$ cat config.mk
export PLATFORM = sky130hd
export DESIGN_NAME = clock_monitor
export DESIGN_NICKNAME = d
export VERILOG_FILES = /design/src/rtl/clock_monitor_pkg.sv /design/src/rtl/sync_edge_detect.sv /design/src/rtl/clock_monitor.sv
export SDC_FILE = /design/constraint.sdc
export NUM_CORES = 1
export LEC_CHECK = 0
export ABC_AREA = 1
export CORE_MARGIN = 2
export CORE_UTILIZATION = 59
export CTS_CLUSTER_SIZE = 30
export DETAILED_ROUTE_END_ITERATION = 10
export PLACE_DENSITY = 0.91
export SLEW_MARGIN = 20
export SYNTH_ARGS = -nofsm -noshare
export SYNTH_HDL_FRONTEND = slang
export SYNTH_SLANG_ARGS = --single-unit
$ cat constraint.sdc
create_clock -name CLOCK -period 4.15 [get_ports CLOCK]
set_input_delay 0.415 -clock CLOCK [delete_from_list [all_inputs] [get_ports CLOCK]]
set_output_delay 0.415 -clock CLOCK [all_outputs]
set_load 0.02 [all_outputs]
$ cat src/rtl/clock_monitor_pkg.sv
// ---------------------------------------------------------------------------
// clock_monitor_pkg
// Shared definitions for the clock monitor: the monitor state enumeration and
// the default values of the monitor parameters.
// ---------------------------------------------------------------------------
package clock_monitor_pkg;

  localparam int DEF_CNT_W       = 16;
  localparam int DEF_MIN_PERIOD  = 4;
  localparam int DEF_MAX_PERIOD  = 64;
  localparam int DEF_TIMEOUT     = 256;
  localparam int DEF_LOCK_COUNT  = 4;
  localparam int DEF_SYNC_STAGES = 2;

  typedef enum logic [2:0] {
    ST_IDLE      = 3'd0,
    ST_WAIT_EDGE = 3'd1,
    ST_MEASURE   = 3'd2,
    ST_LOCKED    = 3'd3,
    ST_LOST      = 3'd4
  } mon_state_t;

endpackage

$ cat src/rtl/sync_edge_detect.sv
// ---------------------------------------------------------------------------
// sync_edge_detect
// Brings an asynchronous level into the CLOCK domain through a SYNC_STAGES
// flop chain and produces a registered one-cycle pulse on each rising edge of
// the synchronized level. Rise latency from the async input is SYNC_STAGES+1
// CLOCK cycles.
//
// Ports:
//   CLOCK      in   sampling clock
//   RESET_N    in   asynchronous active-low reset (chain and pulse clear to 0)
//   async_sig  in   asynchronous input level
//   rise       out  one-cycle pulse per detected rising edge
// ---------------------------------------------------------------------------
module sync_edge_detect
  import clock_monitor_pkg::*;
#(
  parameter int SYNC_STAGES = DEF_SYNC_STAGES  // must be >= 2
) (
  input  logic CLOCK,
  input  logic RESET_N,
  input  logic async_sig,
  output logic rise
);

  logic [SYNC_STAGES-1:0] sync_chain;
  logic                   sync_d;
  logic                   rise_reg;

  always_ff @(posedge CLOCK or negedge RESET_N) begin
    if (!RESET_N) begin
      sync_chain <= '0;
      sync_d     <= 1'b0;
      rise_reg   <= 1'b0;
    end else begin
      sync_chain <= {sync_chain[SYNC_STAGES-2:0], async_sig};
      sync_d     <= sync_chain[SYNC_STAGES-1];
      rise_reg   <= sync_chain[SYNC_STAGES-1] & ~sync_d;
    end
  end

  assign rise = rise_reg;

endmodule

$ cat src/rtl/clock_monitor.sv
// ---------------------------------------------------------------------------
// clock_monitor
// Watches a generated clock (MON_CLK) from the CLOCK domain. Measures the
// MON_CLK period in CLOCK cycles, declares lock after LOCK_COUNT consecutive
// in-range periods, flags loss of clock after TIMEOUT cycles without a rising
// edge, and keeps sticky too-slow / too-fast error flags.
//
// Parameter constraints: MIN_PERIOD >= 4, MAX_PERIOD < TIMEOUT < 2**CNT_W,
// SYNC_STAGES >= 2.
//
// Ports:
//   CLOCK         in   system clock (only clock of the block)
//   RESET_N       in   asynchronous active-low reset
//   ENABLE        in   monitor enable; low forces IDLE and clears all status
//   MON_CLK       in   clock under test, asynchronous to CLOCK
//   PERIOD        out  last measured period in CLOCK cycles
//   PERIOD_VALID  out  one-cycle pulse when PERIOD updates
//   LOCKED        out  monitored clock stable and in range
//   LOST          out  no rising edge for TIMEOUT cycles
//   ERR_SLOW      out  sticky: a period exceeded MAX_PERIOD
//   ERR_FAST      out  sticky: a period was below MIN_PERIOD
// ---------------------------------------------------------------------------
module clock_monitor
  import clock_monitor_pkg::*;
#(
  parameter int CNT_W       = DEF_CNT_W,
  parameter int MIN_PERIOD  = DEF_MIN_PERIOD,
  parameter int MAX_PERIOD  = DEF_MAX_PERIOD,
  parameter int TIMEOUT     = DEF_TIMEOUT,
  parameter int LOCK_COUNT  = DEF_LOCK_COUNT,
  parameter int SYNC_STAGES = DEF_SYNC_STAGES
) (
  input  logic             CLOCK,
  input  logic             RESET_N,
  input  logic             ENABLE,
  input  logic             MON_CLK,
  output logic [CNT_W-1:0] PERIOD,
  output logic             PERIOD_VALID,
  output logic             LOCKED,
  output logic             LOST,
  output logic             ERR_SLOW,
  output logic             ERR_FAST
);

  localparam int LOCK_W = $clog2(LOCK_COUNT + 1);

  localparam logic [CNT_W-1:0]  MIN_C       = CNT_W'(MIN_PERIOD);
  localparam logic [CNT_W-1:0]  MAX_C       = CNT_W'(MAX_PERIOD);
  localparam logic [CNT_W-1:0]  TIMEOUT_C   = CNT_W'(TIMEOUT);
  localparam logic [LOCK_W-1:0] LOCK_LAST_C = LOCK_W'(LOCK_COUNT - 1);

  logic mon_edge;

  sync_edge_detect #(
    .SYNC_STAGES(SYNC_STAGES)
  ) u_sync_edge_detect (
    .CLOCK    (CLOCK),
    .RESET_N  (RESET_N),
    .async_sig(MON_CLK),
    .rise     (mon_edge)
  );

  mon_state_t        state_reg, state_next;
  logic [CNT_W-1:0]  cnt_reg, cnt_next;
  logic [CNT_W-1:0]  period_reg, period_next;
  logic [LOCK_W-1:0] lock_cnt_reg, lock_cnt_next;
  logic              period_valid_reg, period_valid_next;
  logic              err_slow_reg, err_slow_next;
  logic              err_fast_reg, err_fast_next;
  logic              locked_reg, lost_reg;

  logic too_slow;
  logic too_fast;
  logic in_range;
  logic timeout_hit;

  // The value of cnt at the edge cycle is the measured period.
  assign too_slow    = (cnt_reg > MAX_C);
  assign too_fast    = (cnt_reg < MIN_C);
  assign in_range    = !too_slow && !too_fast;
  assign timeout_hit = (cnt_reg == TIMEOUT_C);

  always_comb begin
    state_next        = state_reg;
    lock_cnt_next     = lock_cnt_reg;
    period_next       = period_reg;
    period_valid_next = 1'b0;
    err_slow_next     = err_slow_reg;
    err_fast_next     = err_fast_reg;

    // Free-running period counter: restarts at 1 on every edge, saturates.
    if (mon_edge) begin
      cnt_next = CNT_W'(1);
    end else if (cnt_reg != '1) begin
      cnt_next = cnt_reg + CNT_W'(1);
    end else begin
      cnt_next = cnt_reg;
    end

    // In every state the edge test comes before the timeout test, so an edge
    // coinciding with cnt == TIMEOUT keeps the monitor out of LOST.
    case (state_reg)
      ST_IDLE: begin
        cnt_next   = '0;
        state_next = ST_WAIT_EDGE;
      end

      // The interval before the first edge is partial and never reported.
      ST_WAIT_EDGE: begin
        if (mon_edge) begin
          state_next = ST_MEASURE;
        end else if (timeout_hit) begin
          state_next = ST_LOST;
        end
      end

      ST_MEASURE: begin
        if (mon_edge) begin
          period_valid_next = 1'b1;
          period_next       = cnt_reg;
          if (in_range) begin
            lock_cnt_next = lock_cnt_reg + LOCK_W'(1);
            if (lock_cnt_reg == LOCK_LAST_C) begin
              state_next = ST_LOCKED;
            end
          end else begin
            lock_cnt_next = '0;
            err_slow_next = err_slow_reg | too_slow;
            err_fast_next = err_fast_reg | too_fast;
          end
        end else if (timeout_hit) begin
          state_next    = ST_LOST;
          lock_cnt_next = '0;
        end
      end

      ST_LOCKED: begin
        if (mon_edge) begin
          period_valid_next = 1'b1;
          period_next       = cnt_reg;
          if (!in_range) begin
            state_next    = ST_MEASURE;
            lock_cnt_next = '0;
            err_slow_next = err_slow_reg | too_slow;
            err_fast_next = err_fast_reg | too_fast;
          end
        end else if (timeout_hit) begin
          state_next    = ST_LOST;
          lock_cnt_next = '0;
        end
      end

      // The recovering edge only restarts measurement; its interval spans
      // the outage and is not reported.
      ST_LOST: begin
        if (mon_edge) begin
          state_next    = ST_MEASURE;
          lock_cnt_next = '0;
        end
      end

      default: begin
        state_next = ST_IDLE;
      end
    endcase

    // Disable overrides everything above.
    if (!ENABLE) begin
      state_next        = ST_IDLE;
      cnt_next          = '0;
      lock_cnt_next     = '0;
      period_next       = '0;
      period_valid_next = 1'b0;
      err_slow_next     = 1'b0;
      err_fast_next     = 1'b0;
    end
  end

  always_ff @(posedge CLOCK or negedge RESET_N) begin
    if (!RESET_N) begin
      state_reg        <= ST_IDLE;
      cnt_reg          <= '0;
      lock_cnt_reg     <= '0;
      period_reg       <= '0;
      period_valid_reg <= 1'b0;
      err_slow_reg     <= 1'b0;
      err_fast_reg     <= 1'b0;
      locked_reg       <= 1'b0;
      lost_reg         <= 1'b0;
    end else begin
      state_reg        <= state_next;
      cnt_reg          <= cnt_next;
      lock_cnt_reg     <= lock_cnt_next;
      period_reg       <= period_next;
      period_valid_reg <= period_valid_next;
      err_slow_reg     <= err_slow_next;
      err_fast_reg     <= err_fast_next;
      // Status flags are registered from the next state so they change in
      // the same cycle as PERIOD_VALID.
      locked_reg       <= (state_next == ST_LOCKED);
      lost_reg         <= (state_next == ST_LOST);
    end
  end

  assign PERIOD       = period_reg;
  assign PERIOD_VALID = period_valid_reg;
  assign LOCKED       = locked_reg;
  assign LOST         = lost_reg;
  assign ERR_SLOW     = err_slow_reg;
  assign ERR_FAST     = err_fast_reg;

endmodule

==> results of run 1 <==
-- placed cells by master, fill, tap and decap left out, drive strengths merged --
master / instances
a211oi: 2
inv: 49
nor3: 6
buf: 2
clkbuf: 6
ha: 4
clkdlybuf4s50: 23
clkinvlp: 1
nand2: 66
o21ai: 26
nand3: 39
a21oi: 13
clkinv: 1
nand3b: 1
a31oi: 2
nand4: 11
dfrtp: 47
and2: 1
o211ai: 1
nor2: 42
-- through the flow --
step,setup WS [ns],instances,instance area [um2]
4_1_cts,2.06,393,2800
2_1_floorplan,2.74,316,2420
5_1_grt,1.82,393,2800
6_report,2.03,393,2800
3_3_place_gp,1.82,385,2700
3_5_place_dp,1.75,385,2700
-- final cells by class --
cell class,instances,area (um2),share of cell area
clock buffer,6,82.6,0.0295
tap,50,62.6,0.0223
sequential,47,1180,0.420
timing repair buffer,25,245,0.0875
multi-input combinational,214,1040,0.370
inverter,49,184,0.0656
clock inverter,2,16.3,0.00580
-- power by group through the flow --
| stage | sequential (W) | combinational (W) | clock, W |
|---|---|---|---|
| 2_1_floorplan | 0.000477 | 0.0000342 | 0 |
| 3_3_place_gp | 0.000478 | 0.0000526 | 0 |
| 3_5_place_dp | 0.000478 | 0.0000544 | 0 |
| 4_1_cts | 0.000469 | 0.0000549 | 0.000300 |
| 5_1_grt | 0.000470 | 0.0000639 | 0.000321 |
| 6_report | 0.000469 | 0.0000552 | 0.000293 |
-- kinds of logic (layout without fill, tap and decap cells) --
| group | after synthesis | after routing | synth area share |
|---|---|---|---|
| AO/OA/AOI/OAI | 44 | 44 | 0.0982 |
| adder cells (fa/ha/maj) | 4 | 4 | 0.0207 |
| buffers and inverters | 55 | 82 | 0.0863 |
| flip-flops | 47 | 47 | 0.486 |
| AND/OR/NAND/NOR | 166 | 166 | 0.309 |
-- final timing paths --
path | slack (ns) | end | from | depth (start not counted)
worst max-delay path | 2.03 | lock_cnt_reg[2]$_DFFE_PN0P_ | ENABLE | 9
worst min-delay path | 0.1 | cnt_reg[4]$_DFFE_PN0P_ | RESET_N | 1
worst max register to register | 2.26 | lock_cnt_reg[2]$_DFFE_PN0P_ | u_sync_edge_detect.rise$_DFF_PN0_ | 7
worst min register to register | 0.35 | u_sync_edge_detect.sync_chain[1]$_DFF_PN0_ | u_sync_edge_detect.sync_chain[0]$_DFF_PN0_ | 0
max in group asynchronous | 3.67 | lock_cnt_reg[0]$_DFFE_PN0P_ | RESET_N | 1
min in group CLOCK | 0.35 | u_sync_edge_detect.sync_chain[1]$_DFF_PN0_ | u_sync_edge_detect.sync_chain[0]$_DFF_PN0_ | 0
-- routing by layer --
metal,up-vias,wire length (um),share of wire,global-route usage
met5,-,0,0,0
met1,1002,2300,0.42,0.335
met2,107,2550,0.47,0.441
li1,1073,-,-,-
met4,0,153,0.028,0.123
met3,22,469,0.086,0.0773
==> run metrics, run 1 <==
Yosys cell types 24; Post-Syn Area per Cell about 7.7 um2; clock slew at reported path FFs about 0.080 ns; Post-synth EDFFs 0; Layout Utilization 0.706; area share of the largest cell type after synthesis 0.486; GRT Util Overall 0.271; Final HPWL DP 3990 um; Synth area leaders dfrtp_1 (49%), nand2_1 (9.8%), nand3_1 (8.1%); WL final roughly 5500 um; CTS H-Tree Depth 2; Net Sw Frac 0.247; family with the most delay on the worst path simple AND/OR/NAND/NOR gates; Worst setup EP type register; drt pass-1 iters 4; Mapped Cells roughly 320; largest net degree at the start of global routing between 40 and 50; postcts setup bufs 0; cell accounting for the most synthesized area dfrtp_1; Fin Hold WS slightly below 0.1 ns; sequential-to-total area share from yosys stat 0.486; Via-to-Cell Ratio around 5.6; Commonest cells post-synth nand2_1 (63), dfrtp_1 (47), inv_1 (47); fillers ~330; sw power between 0.0002 and 0.00025 W; Post-CTS Resized 0; Tcrit/Tclk final 0.512; ys async rst share 1.00; detailed-route DRC error count 0; ant diodes 0; Worst Max-Slew Pin Slew 0.576 ns; cell with the most instances after synthesis nand2_1; CTS Buffer Depth 2; first-pass GRT wire length a little over 9000 um; Die Area about 0.0046 mm2; critical path cell sequence clkdlybuf4s50_1 > buf_4 > nand4_1 > nor2_1 > nand4_1 > and2_1 > nand2_1 > nand2_1 > inv_1; Syn Std Cell Area about 0.0024 mm2; maxcap violations 0; Fmax achieved 471 MHz; class of the most critical setup path in -> reg; CTS Buf Count 5; WP data required approximately 4.4 ns; CTS root buf clkbuf_8; CP arrival roughly 2.4 ns; Final ANT Viol Nets 0; Most used DFF post-synth dfrtp_1; Via Count 2,204; pwr/cell area 292 mW/mm2; Gate power share 0.068; endpoints failing hold 0; status finished clean; area delta synth->final 15.8%; CP max FO 24; share of cells above drive strength 1 0.0612; RSZ-0062 raised after global routing false; CTS sink cnt 47; Setup-failing EPs final 0; Hold Buf Count CTS 0; Slew Viols, Final 0; site row count 23; routability congestion estimate 0.922; CP startpoint kind primary input; power consumption 0.000817 W; initial antenna violation count 0; Core ar. 0.00397 mm2; die height approximately 68 um; Clock Skews around 0.0018 ns; total global routing overflow 0; WP buf/inv 3; initial DRC count 151; Syn Nets roughly 320; clk_lat worst skew between 0.3 and 0.4 ns; Pleak approximately 1.4 nW; Hold Path Class in -> async; initial core utilization 0.610; Slew Limit Headroom 0.615; Port Buffers 24; Int Pwr 0.000615 W; nets@finish 350; Clock power frac 0.358; CTS tree yes; Flop pwr share 0.574; io pins 25; die width between 60 and 70 um; final setup TNS 0 ns; WL/cell about 14 um; Yosys warnings 0; vias in the first global route just over 2k; maximum vdd ir drop 0.238 mV; CP peak stage delay around 0.47 ns; Critical-path top delay cell nand4_1; Yosys reg bits 47; final worst path period need roughly 2.1 ns
(Power assumes the default switching activity.)
==> run 2: changes to the inputs <==
- CORE_UTILIZATION: 59 -> 51
- PLACE_DENSITY: 0.91 -> 0.85
- clock period: 4.15 -> 1.7 ns (I/O delays scaled with it)
==> run 2 against run 1 <==
Effect of this change: die area up 15%; sequential power up 140%; first-iteration DRC count up 18%; register-to-register slack worse by 2.1 ns; critical path depth up 1; clock power rose to 2.9 times the previous value; global-route usage down 4.0 points; count of clock-buffer cells in the layout down 1; wire length up 1.4%; hold slack better by 0.20 ns; flip-flop and latch count unchanged; non-clock buffer count up 16.
==> run metrics, run 2 (same netlist as run 1, synthesis figures left out) <==
Critical-path top delay cell dfrtp_1 (was nand4_1); drt pass-1 iters 5 (was 4); site row count 25 (was 23); hold path depth 1; WP data required 1.89 ns (was 4.41 ns); Final ANT Viol Nets 0 (unchanged); grt met2 use 0.349 (was 0.441); reg2reg start cnt_reg[0]$_DFFE_PN0P_ (was u_sync_edge_detect.rise$_DFF_PN0_); CTS Buf Count 5 (unchanged); vias in the first global route 2,088 (was 2,034); Slew Viols, Final 0 (unchanged); family with the most delay on the worst path simple AND/OR/NAND/NOR gates (unchanged); total global routing overflow 0 (unchanged); Final HPWL DP 4160 um (was 3990 um); first-pass GRT wire length 9510 um (was 9130 um); Reg2Reg Depth 10 (was 7); commonest non-fill, non-tap cell in the layout nand2_1 (unchanged); pwr/cell area 720 mW/mm2 (was 292 mW/mm2); GRT Util Overall 0.231 (was 0.271); maxcap violations 0 (unchanged); CP max FO 5 (was 24); initial DRC count 178 (was 151); r2r endpoint cnt_reg[0]$_DFFE_PN0P_ (was lock_cnt_reg[2]$_DFFE_PN0P_); maximum vdd ir drop 0.570 mV (was 0.238 mV); class of the most critical setup path reg -> reg (was in -> reg); Worst Hold Endpoint u_sync_edge_detect.sync_chain[0]$_DFF_PN0_; Tcrit/Tclk final 0.923; critical path cell sequence ha_2 > nand2_1 > inv_2 > nand2_2 > inv_1 > nand3_1 > inv_2 > nand4_1 > nand3_1 > o21ai_1 (was clkdlybuf4s50_1 > buf_4 > nand4_1 > nor2_1 > nand4_1 > and2_1 > nand2_1 > nand2_1 > inv_1); CP arrival 1.76 ns (was 2.38 ns); most frequent cells in the layout nand2_1 (63), dfrtp_1 (46), inv_1 (41) (was nand2_1 (63), dfrtp_1 (47), inv_1 (47)); met1 Usage GRT 0.323 (was 0.335); register-to-register setup slack 0.13 ns (was 2.26 ns); DP Worst Slack 0.0922 ns (was 1.75 ns); io pins 25 (unchanged); WL/cell 13.4 um (was 13.9 um); largest net degree at the start of global routing 30 (was 48); Fmax achieved approximately 640 MHz; area delta synth->final 23.4% (was 15.8%); clock slew at reported path FFs 0.09 ns (was 0.08 ns); Hold Path Class in -> reg (was in -> async); die width 72.9 um (was 68.1 um); Pleak 1.51 nW (was 1.41 nW); Worst setup EP type register (unchanged); clk_lat worst skew 0.31 ns (about the same); endpoints failing hold 0 (unchanged); final worst slack 0.132 ns (was 2.03 ns); Die Area 0.00531 mm2 (was 0.00463 mm2); initial core utilization 0.519 (was 0.610); Clock Skews 0.00731 ns (was 0.00178 ns); Setup-failing EPs final 0 (unchanged); status finished clean (unchanged); CTS tree yes (unchanged); gr busiest metal met2 (unchanged); CTS Buffer Depth 2 (unchanged); nets@finish 366 (was 350); HP Start MON_CLK; initial antenna violation count 0 (unchanged); share of cells above drive strength 1 0.148 (was 0.0612); routability congestion estimate 0.887 (was 0.922); CTS H-Tree Depth 2 (unchanged); Worst Max-Slew Pin Slew 0.428 ns (was 0.576 ns); Core ar. 0.00466 mm2 (was 0.00397 mm2); die height 72.9 um (was 68.1 um); WP buf/inv 3 (unchanged); final worst path period need approximately 1.6 ns; Via-to-Cell Ratio 5.41 (was 5.61); final setup TNS 0 ns (unchanged); met3 GRT Util 0.0511 (was 0.0773); Port Buffers 24 (unchanged); CP peak stage delay 0.44 ns (was 0.47 ns); Via Count 2,235 (was 2,204); WL final 5540 um (was 5470 um); fillers 391 (was 326); ant diodes 0 (unchanged); Slew Limit Headroom 0.714 (was 0.615); detailed-route DRC error count 0 (unchanged); CTS sink cnt 47 (unchanged); CTS root buf clkbuf_8 (unchanged); CP startpoint kind register (was primary input)
## run 2: worst max path at each step
stage,startpoint,cells past startpoint,to
3_3_place_gp,ENABLE,8,lock_cnt_reg[2]$_DFFE_PN0P_
3_5_place_dp,ENABLE,7,cnt_reg[3]$_DFFE_PN0P_
6_report,cnt_reg[0]$_DFFE_PN0P_,10,cnt_reg[0]$_DFFE_PN0P_
5_1_grt,cnt_reg[0]$_DFFE_PN0P_,11,lock_cnt_reg[0]$_DFFE_PN0P_
2_1_floorplan,cnt_reg[0]$_DFFE_PN0P_,9,cnt_reg[6]$_DFFE_PN0P_
4_1_cts,cnt_reg[9]$_DFFE_PN0P_,7,lock_cnt_reg[1]$_DFFE_PN0P_
## run 2: layout make-up
class,count,area [um2],share of cell area
clock inverter,3,46.3,0.0155
clock buffer,5,68.8,0.0230
timing repair buffer,41,378,0.126
tap,54,67.6,0.0226
multi-input combinational,214,1070,0.357
sequential,47,1180,0.394
inverter,49,184,0.0616
## run 2: metrics by stage
stage	power (W)	utilization	cells	hold WS [ns]	instance area (um2)
after detailed placement	0.00132	0.603	401	0.136	2810
after floorplan	0.00125	-	316	-0.126	2420
after global placement	0.00131	0.603	401	0.135	2810
after CTS	0.00216	0.630	410	0.291	2930
after global routing	0.00225	0.641	413	0.299	2990
final	0.00215	0.641	413	0.296	2990
## run 2: metal layers
| layer | up-vias | part of all wire | wire length [um] |
|---|---|---|---|
| met5 | - | 0 | 0 |
| met4 | 0 | 0.020 | 110 |
| met3 | 12 | 0.055 | 306 |
| met2 | 82 | 0.45 | 2510 |
| met1 | 1032 | 0.47 | 2620 |
| li1 | 1109 | - | - |
## run 2: repair_timing
| action | CTS | global route |
|---|---|---|
| setup endpoints to repair | 0 | 12 |
| gates resized for setup | 0 | 18 |
| hold endpoints to repair | 18 | 0 |
| buffers inserted | 0 | 3 |
| hold buffers | 1 | 0 |
## run 2: power breakdown
group | switching (W) | internal [W] | total [W]
Sequential | 0.0000120 | 0.00113 | 0.00114
Combinational | 0.000103 | 0.0000605 | 0.000163
Clock | 0.000402 | 0.000443 | 0.000845
